`src/rtl/register_file_sb.sv`:
```
// Multi-port CPU register file with a pending-write scoreboard.
// The hazard unit reads the busy flags to stall on RAW hazards.
module register_file_sb #(
    parameter int DATA_W  = 32,
    parameter int NREGS   = 32,
    parameter int NRD     = 2,
    parameter int NWR     = 2,
    parameter int ZERO_R0 = 1,
    parameter int BYPASS  = 1,
    localparam int AW     = $clog2(NREGS)
) (
    input  logic                  CLK,
    input  logic                  nRST,
    input  logic [NWR-1:0]        wen,
    input  logic [NWR*AW-1:0]     wsel,
    input  logic [NWR*DATA_W-1:0] wdat,
    input  logic [NRD*AW-1:0]     rsel,
    output logic [NRD*DATA_W-1:0] rdat,
    output logic [NRD-1:0]        rbusy,
    input  logic                  rsv_en,
    input  logic [AW-1:0]         rsv_sel,
    output logic                  rsv_ok,
    output logic [AW:0]           busy_cnt
);

    logic [DATA_W-1:0] regs [NREGS];
    logic [NREGS-1:0]  busy;
    logic [NREGS-1:0]  busy_nxt;
    logic [NREGS-1:0]  wr_hit;
    logic [DATA_W-1:0] wr_val [NREGS];

    function automatic logic [AW:0] popcount(input logic [NREGS-1:0] b);
        logic [AW:0] c;
        c = '0;
        for (int r = 0; r < NREGS; r++)
            c = c + (AW+1)'(b[r]);
        return c;
    endfunction

    function automatic logic is_zero_reg(input logic [AW-1:0] sel);
        return (ZERO_R0 != 0) && (sel == '0);
    endfunction

    // Forwarded write data for a read address; the highest-indexed matching port wins.
    function automatic logic [DATA_W-1:0] read_val(input logic [AW-1:0] sel);
        logic [DATA_W-1:0] v;
        v = regs[sel];
        if (BYPASS != 0) begin
            for (int i = 0; i < NWR; i++)
                if (wen[i] && (wsel[i*AW +: AW] == sel))
                    v = wdat[i*DATA_W +: DATA_W];
        end
        if (is_zero_reg(sel))
            v = '0;
        return v;
    endfunction

    // A same-cycle producer retires the pending flag early unless a new reserve lands on it.
    function automatic logic read_busy(input logic [AW-1:0] sel);
        logic b;
        logic hit;
        b   = busy[sel];
        hit = 1'b0;
        for (int i = 0; i < NWR; i++)
            if (wen[i] && (wsel[i*AW +: AW] == sel))
                hit = 1'b1;
        if ((BYPASS != 0) && hit && !(rsv_en && (rsv_sel == sel)))
            b = 1'b0;
        if (is_zero_reg(sel))
            b = 1'b0;
        return b;
    endfunction

    // Per-register write resolution, later ports overriding earlier ones.
    always_comb begin
        for (int r = 0; r < NREGS; r++) begin
            wr_hit[r] = 1'b0;
            wr_val[r] = '0;
            for (int i = 0; i < NWR; i++) begin
                if (wen[i] && (wsel[i*AW +: AW] == AW'(r))) begin
                    wr_hit[r] = 1'b1;
                    wr_val[r] = wdat[i*DATA_W +: DATA_W];
                end
            end
        end
        if (ZERO_R0 != 0)
            wr_hit[0] = 1'b0;
    end

    // Writes retire pending producers; a same-cycle reserve re-arms the flag.
    always_comb begin
        busy_nxt = busy & ~wr_hit;
        if (rsv_en)
            busy_nxt[rsv_sel] = 1'b1;
        if (ZERO_R0 != 0)
            busy_nxt[0] = 1'b0;
    end

    always_ff @(posedge CLK or negedge nRST) begin
        if (!nRST) begin
            for (int r = 0; r < NREGS; r++)
                regs[r] <= '0;
        end else begin
            for (int r = 0; r < NREGS; r++)
                if (wr_hit[r])
                    regs[r] <= wr_val[r];
        end
    end

    always_ff @(posedge CLK or negedge nRST) begin
        if (!nRST) begin
            busy     <= '0;
            busy_cnt <= '0;
        end else begin
            busy     <= busy_nxt;
            busy_cnt <= popcount(busy_nxt);
        end
    end

    always_comb begin
        rdat  = '0;
        rbusy = '0;
        for (int j = 0; j < NRD; j++) begin
            rdat[j*DATA_W +: DATA_W] = read_val(rsel[j*AW +: AW]);
            rbusy[j]                 = read_busy(rsel[j*AW +: AW]);
        end
    end

    assign rsv_ok = is_zero_reg(rsv_sel) ? 1'b1 : !busy[rsv_sel];

endmodule
```
`config.mk`:
```
export PLATFORM = sky130hd
export DESIGN_NAME = register_file_sb
export DESIGN_NICKNAME = d
export VERILOG_FILES = /design/src/rtl/register_file_sb.sv
export SDC_FILE = /design/constraint.sdc
export NUM_CORES = 2
export LEC_CHECK = 0
export CAP_MARGIN = 20
export CELL_PAD_IN_SITES_DETAIL_PLACEMENT = 1
export CELL_PAD_IN_SITES_GLOBAL_PLACEMENT = 1
export CORE_ASPECT_RATIO = 0.5
export CORE_UTILIZATION = 25
export DETAILED_ROUTE_END_ITERATION = 7
export PLACE_DENSITY = 0.52
export SLEW_MARGIN = 10
export SYNTH_ARGS = -nofsm -noshare
export SYNTH_HDL_FRONTEND = slang
export SYNTH_SLANG_ARGS = --single-unit
export TNS_END_PERCENT = 30
```
`constraint.sdc`:
```
create_clock -name CLK -period 4.7 [get_ports CLK]
set_input_delay 0.47 -clock CLK [delete_from_list [all_inputs] [get_ports CLK]]
set_output_delay 0.47 -clock CLK [all_outputs]
set_load 0.01 [all_outputs]
```
# [After elaboration in Yosys (flattened, before gate mapping)]
# Cells that the tools add are included.
# W data, S select, Z words.
[totals] regBits=1029 elab_cells=373
[classes] n_reduce_logical=77 n_eq_ne=68 bitwise_logic=5 n_mux=154 addsub=30 order_cmp=6
[ops] operator="$mux W32" n=73
[ops] operator="$bmux W32 S5" n=2
[ops] operator="$eq A5 B5 Y1 const B" n=32
[ops] operator="$add A6 B1 Y6" n=25
[ops] operator="$eq A5 B4 Y1 const B" n=16
[ops] operator="$mux W1" n=75
[ops] operator="$logic_and A1 B1 Y1" n=71
[ops] operator="$eq A5 B3 Y1 const B" n=8
[ops] operator="$and A32 B32 Y32" n=1
[ops] operator="$not A32 Y32" n=1
[ops] operator="$or A32 B32 Y32" n=1
[ops] operator="$eq A5 B5 Y1" n=6
[ops] operator="$eq A5 B2 Y1 const B" n=4
[ops] operator="$lt A5 B6 Y1 const B" n=3
[ops] operator="$bmux W1 S5" n=3
[ops] operator="$logic_not A5 Y1" n=3
[ops] operator="$ge A6 B6 Y1 const B" n=2
[ops] operator="$not A5 Y6" n=2
[ops] operator="$eq A5 B1 Y1 const B" n=2
[ops] operator="$add A5 B1 Y6" n=1
[ops] operator="$add A4 B1 Y5" n=1
[ops] operator="$demux W1 S5" n=1
[ops] operator="$ge A5 B1 Y1 const B" n=1
[ops] operator="$add A3 B1 Y4" n=1
[ops] operator="other kinds (3)" n=5

# [Longest topological paths before layout]
[depth] ltp_word=38 depth_mapped=24 mapped_depth_nobuf=21

# [Least setup slack after synthesis]
# Ideal clock, no wire load.
[synth_path] path_kind="input-to-reg" from="input wsel[0]" to="register busy_cnt[4]" setup_ns=0.123 required_time_ns=4.577 cell_stages=22 t_arrival_ns=6.111 path_slack_ns=-1.533 cell_sequence="clkbuf_1 > nand2b_1 > clkbuf_1 > nor3_2 > buf_2 > a21oi_1 > a22o_1 > fa_1 > inv_1 > fa_1 > fa_1 > inv_1 > fa_1 > fa_1 > fa_1 > inv_1 > fa_1 > fa_1 > inv_1 > a21o_1 > a21oi_1 > xnor2_1"
[synth_rtl] item="start: declaration" line_no="15" rtl="input logic [NWR*AW-1:0] wsel,"
[synth_rtl] item="$eq A5 B4 Y1 *" line_no="80" rtl="if (wen[i] && (wsel[i*AW +: AW] == AW'(r))) begin"
[synth_rtl] item="$logic_and A1 B1 Y1 *" line_no="80"
[synth_rtl] item="$mux W1 * (2 in a row)" line_no="80"
[synth_rtl] item="$not A32 Y32 *" line_no="92" rtl="busy_nxt = busy & ~wr_hit;"
[synth_rtl] item="$and A32 B32 Y32 *" line_no="92"
[synth_rtl] item="$or A32 B32 Y32 (no line)"
[synth_rtl] item="$mux W32 *" line_no="93" rtl="if (rsv_en)"
[synth_rtl] item="named net busy_nxt[14]" line_no="28" rtl="logic [NREGS-1:0] busy_nxt;"
[synth_rtl] item="$add A6 B1 Y6 * (18 in a row)" line_no="36" rtl="c = c + (AW+1)'(b[r]);"
[synth_rtl] item="end signal: assignment" line_no="116" rtl="busy_cnt <= popcount(busy_nxt);"
[synth_rtl] item="end: declaration" line_no="23" rtl="output logic [AW:0] busy_cnt"
# Mark *: on every way through the listed nets, which the timed path passes. The rest lies on a longest branch.
# A chain may end at the register's enable or synchronous reset.

# [Worst setup path in the final report]
[layout_path] from="input wsel[3]" to="register busy_cnt[4]"
[layout_via] elab_chain_len=38
[layout_rtl] item="$eq A5 B1 Y1 or $eq A5 B2 Y1 (tied branches)" line_no="80"
[layout_rtl] item="$logic_and A1 B1 Y1" line_no="80"
[layout_rtl] item="$mux W1 (2 in a row)" line_no="80"
[layout_rtl] item="$not A32 Y32 *" line_no="92"
[layout_rtl] item="$and A32 B32 Y32 *" line_no="92"
[layout_rtl] item="$or A32 B32 Y32 (no line)"
[layout_rtl] item="$mux W32 *" line_no="93"
[layout_rtl] item="$add A1 B1 Y2" line_no="36"
[layout_rtl] item="$add A2 B1 Y3" line_no="36"
[layout_rtl] item="$add A3 B1 Y4" line_no="36"
[layout_rtl] item="$add A4 B1 Y5" line_no="36"
[layout_rtl] item="$add A5 B1 Y6" line_no="36"
[layout_rtl] item="$add A6 B1 Y6 (24 in a row)" line_no="36"
[layout_rtl] item="$add A6 B1 Y6 *" line_no="36"
# Mark *: on every way between the ends. The rest lies on a longest branch, timed or not.

==> run metrics <==
worst hold slack=around 240 ps; Critical Path RT=5360 ps; Post-Route Setup TNS=-1514 ps; GRT overflow=0; Cell Int Power=around 23000 µW; fin crit period=about 5100 ps; Slew headroom=17.03%; Die Y=about 370 µm; Final Slew Violations=0; RSZ-0062 raised after global routing=true; Synth area leaders=dfrtp_1 38%, mux2i_1 19%, mux4_2 13%; Pleak=between 0.03 and 0.04 µW; NetSw=~12000 µW; sequential element share of the synthesized area=between 30% and 40%; Post-synth EDFFs=0; # IOs=~170; Placeable Area=267600 µm²; die width=736.8 µm; row count=about 130; Clk pwr share=between 20% and 30%; Routed WL per cell=between 30 and 40 µm; final setup fails=5; Syn Inst Count=about 6600; Tcrit/Tclk final=109.1%; CP endpoint kind=flop; Worst Path Arrival=just under 6000 ps; pwr/cell area=between 400 and 500 nW/µm²; clock latency on the worst-skew pair=~790 ps; Clk pin slew, worst setup/hold paths=~70 ps; Syn Nets=~6700; CP Max Fanout=6; placed wire-length estimate=about 220000 µm; Synth area leader=dfrtp_1; Startpoint Class=input port; die area=272200 µm²; vias=58588; fraction of registers with async set/reset=between 90% and 100%; syn_area_per_cell=between 10 and 15 µm²; Distinct cells, synth=just under 70; count of antenna-violating nets left after detailed routing=0; Yosys warnings=0; hold crit path type=input port to asynchronous set/reset pin; Clock Sinks=1029; initial antenna violation count=11; vias per cell=roughly 5.7; Non-Filler Instances=10303; VDD IR-drop max=about 0.66 mV; vias in the first global route=between 50000 and 60000; H-tree level count=3; max-cap violations=0; CTS tree=done; DRT Wirelength=360500 µm; Placer Congestion=approximately 0.9; Switching Share=approximately a third; dpl ws=-1722 ps; Root Buffer=clkbuf_16; commonest non-fill, non-tap cell in the layout=mux2i_1; initial core utilization=between 20% and 30%; First DRT Iteration DRCs=slightly below 7000; Num CTS Buffers=120; Flop pwr share=approximately 38%; number of port buffers=~170; final worst slack=-428.3 ps; global-route wire length before repair=497100 µm; FMAX=around 190 MHz; Clock Skews=13.98 ps; final net count=approximately 6700; drt first pass iters=5; final core occ=between 20% and 30%; Crit Path Category=input port to flop; Cells after DPL=just over 10000; most frequent cells in the layout=1314 x mux2i_1, 1029 x dfrtp_1, 594 x nor2_1, 568 x a21oi_1, 553 x nand2_1; Least-Margin Pin Slew=1244 ps; GRT Util Overall=~26%; post-synthesis cell area=approximately 67000 µm²; share of layout cells above drive strength 1=20.19%; Synth top area share=about two fifths; pin count of the biggest net entering global routing=approximately 130; failing checks=negative setup slack; Area Growth Syn to Fin=17.91%; Primary FF master, synth=dfrtp_1; Final Hold Fails=0; residual DRC count=0; Longest Clk Path Bufs=3; outcome=finished with violations; Comb power frac=between 30% and 40%; register bit total from synthesis=about 1000
## final cells by class
cell class                 count  area (µm²)
fill                       30033      188000
multi-input combinational   4697       38730
sequential                  1029       25750
timing repair buffer         691        6385
tap                         3604        4509
clock buffer                 182        3532
clock inverter                37       439.2
inverter                      59       221.5
antenna                        4       10.01
## power by group through the flow
stage          Combinational, µW  Clock [µW]  Sequential, µW
2_1_floorplan               7960           0           12600
3_3_place_gp               11800           0           13300
3_5_place_dp               11900           0           13400
4_1_cts                    12000       10100           13200
5_1_grt                    13200       10400           13600
6_report                   12100        9960           13300
## what timing repair did
item,in CTS,in global routing
pin swaps,18,19
endpoints found under the setup margin,6,6
gates resized for setup,94,47
buffers inserted,16,8
endpoints found under the hold margin,39,0
hold buffers,1,0
## metal layers
layer	wire, µm	part of all wire [%]	GRT usage [%]	vias up
li1	-	-	-	24024
met3	23550	6.5	3.710	634
met1	161700	45	36.80	31491
met4	16470	4.6	10.23	0
met2	158800	44	39.47	2439
met5	0	0	0	-
## registers in the layout, summed over array words and instances, names as in the netlist
name	flops
regs	992
busy	31
busy_cnt	6
## kinds of logic (layout without fill, tap and decap cells)
| family | Yosys count | in the layout | synth area share [%] |
|---|---|---|---|
| flip-flops | 1029 | 1029 | 38.15 |
| AND/OR/NAND/NOR | 1404 | 1404 | 8.533 |
| XOR/XNOR | 33 | 33 | 0.4282 |
| AO/OA/AOI/OAI | 1487 | 1487 | 13.37 |
| buffers and inverters | 863 | 969 | 5.795 |
| other | 0 | 4 | 0 |
| multiplexers | 1743 | 1743 | 32.92 |
| adder cells (fa/ha/maj) | 30 | 30 | 0.8119 |
## synthesized netlist by cell type (53+ instances only)
master	number
clkbuf_1	499
mux4_2	376
mux2_2	53
dfrtp_1	1029
inv_1	58
nand2_1	593
mux2i_1	1314
buf_2	167
a221oi_1	68
buf_1	59
a22oi_1	92
o21ai_0	497
a21oi_1	571
nor2_1	621
## critical path, cell delays in order
cell	delay, ps
buf_4	130
buf_6	140
and2b_1	210
nor2b_4	140
buf_6	120
nand2_4	50
a32oi_2	240
fa_1	490
fa_1	530
inv_2	50
fa_1	520
fa_1	590
fa_2	470
fa_1	510
inv_2	40
fa_2	370
fa_2	380
inv_2	50
a21o_1	110
a21oi_2	50
xnor2_1	120
## per-stage QoR
step	cell area (µm²)	total power, µW
6_report	79580	35350
5_1_grt	79570	37200
4_1_cts	79380	35380
3_5_place_dp	75160	25250
3_3_place_gp	75130	25050
2_1_floorplan	67710	20570
## worst paths after layout
| path | endpoint | startpoint | depth (start not counted) | slack (ps) |
|---|---|---|---|---|
| worst min-delay path | busy[19] | nRST | 2 | 240 |
| max in group asynchronous | regs[788] | nRST | 3 | 3140 |
| min in group CLK | busy[8] | rsv_sel[1] | 5 | 270 |
| worst max register to register | busy_cnt[4] | busy[28] | 16 | -420 |
| worst max-delay path | busy_cnt[4] | wsel[3] | 21 | -430 |
| worst min register to register | busy[12] | busy[12] | 1 | 560 |
Note: power is estimated with default switching activity, not from simulation.
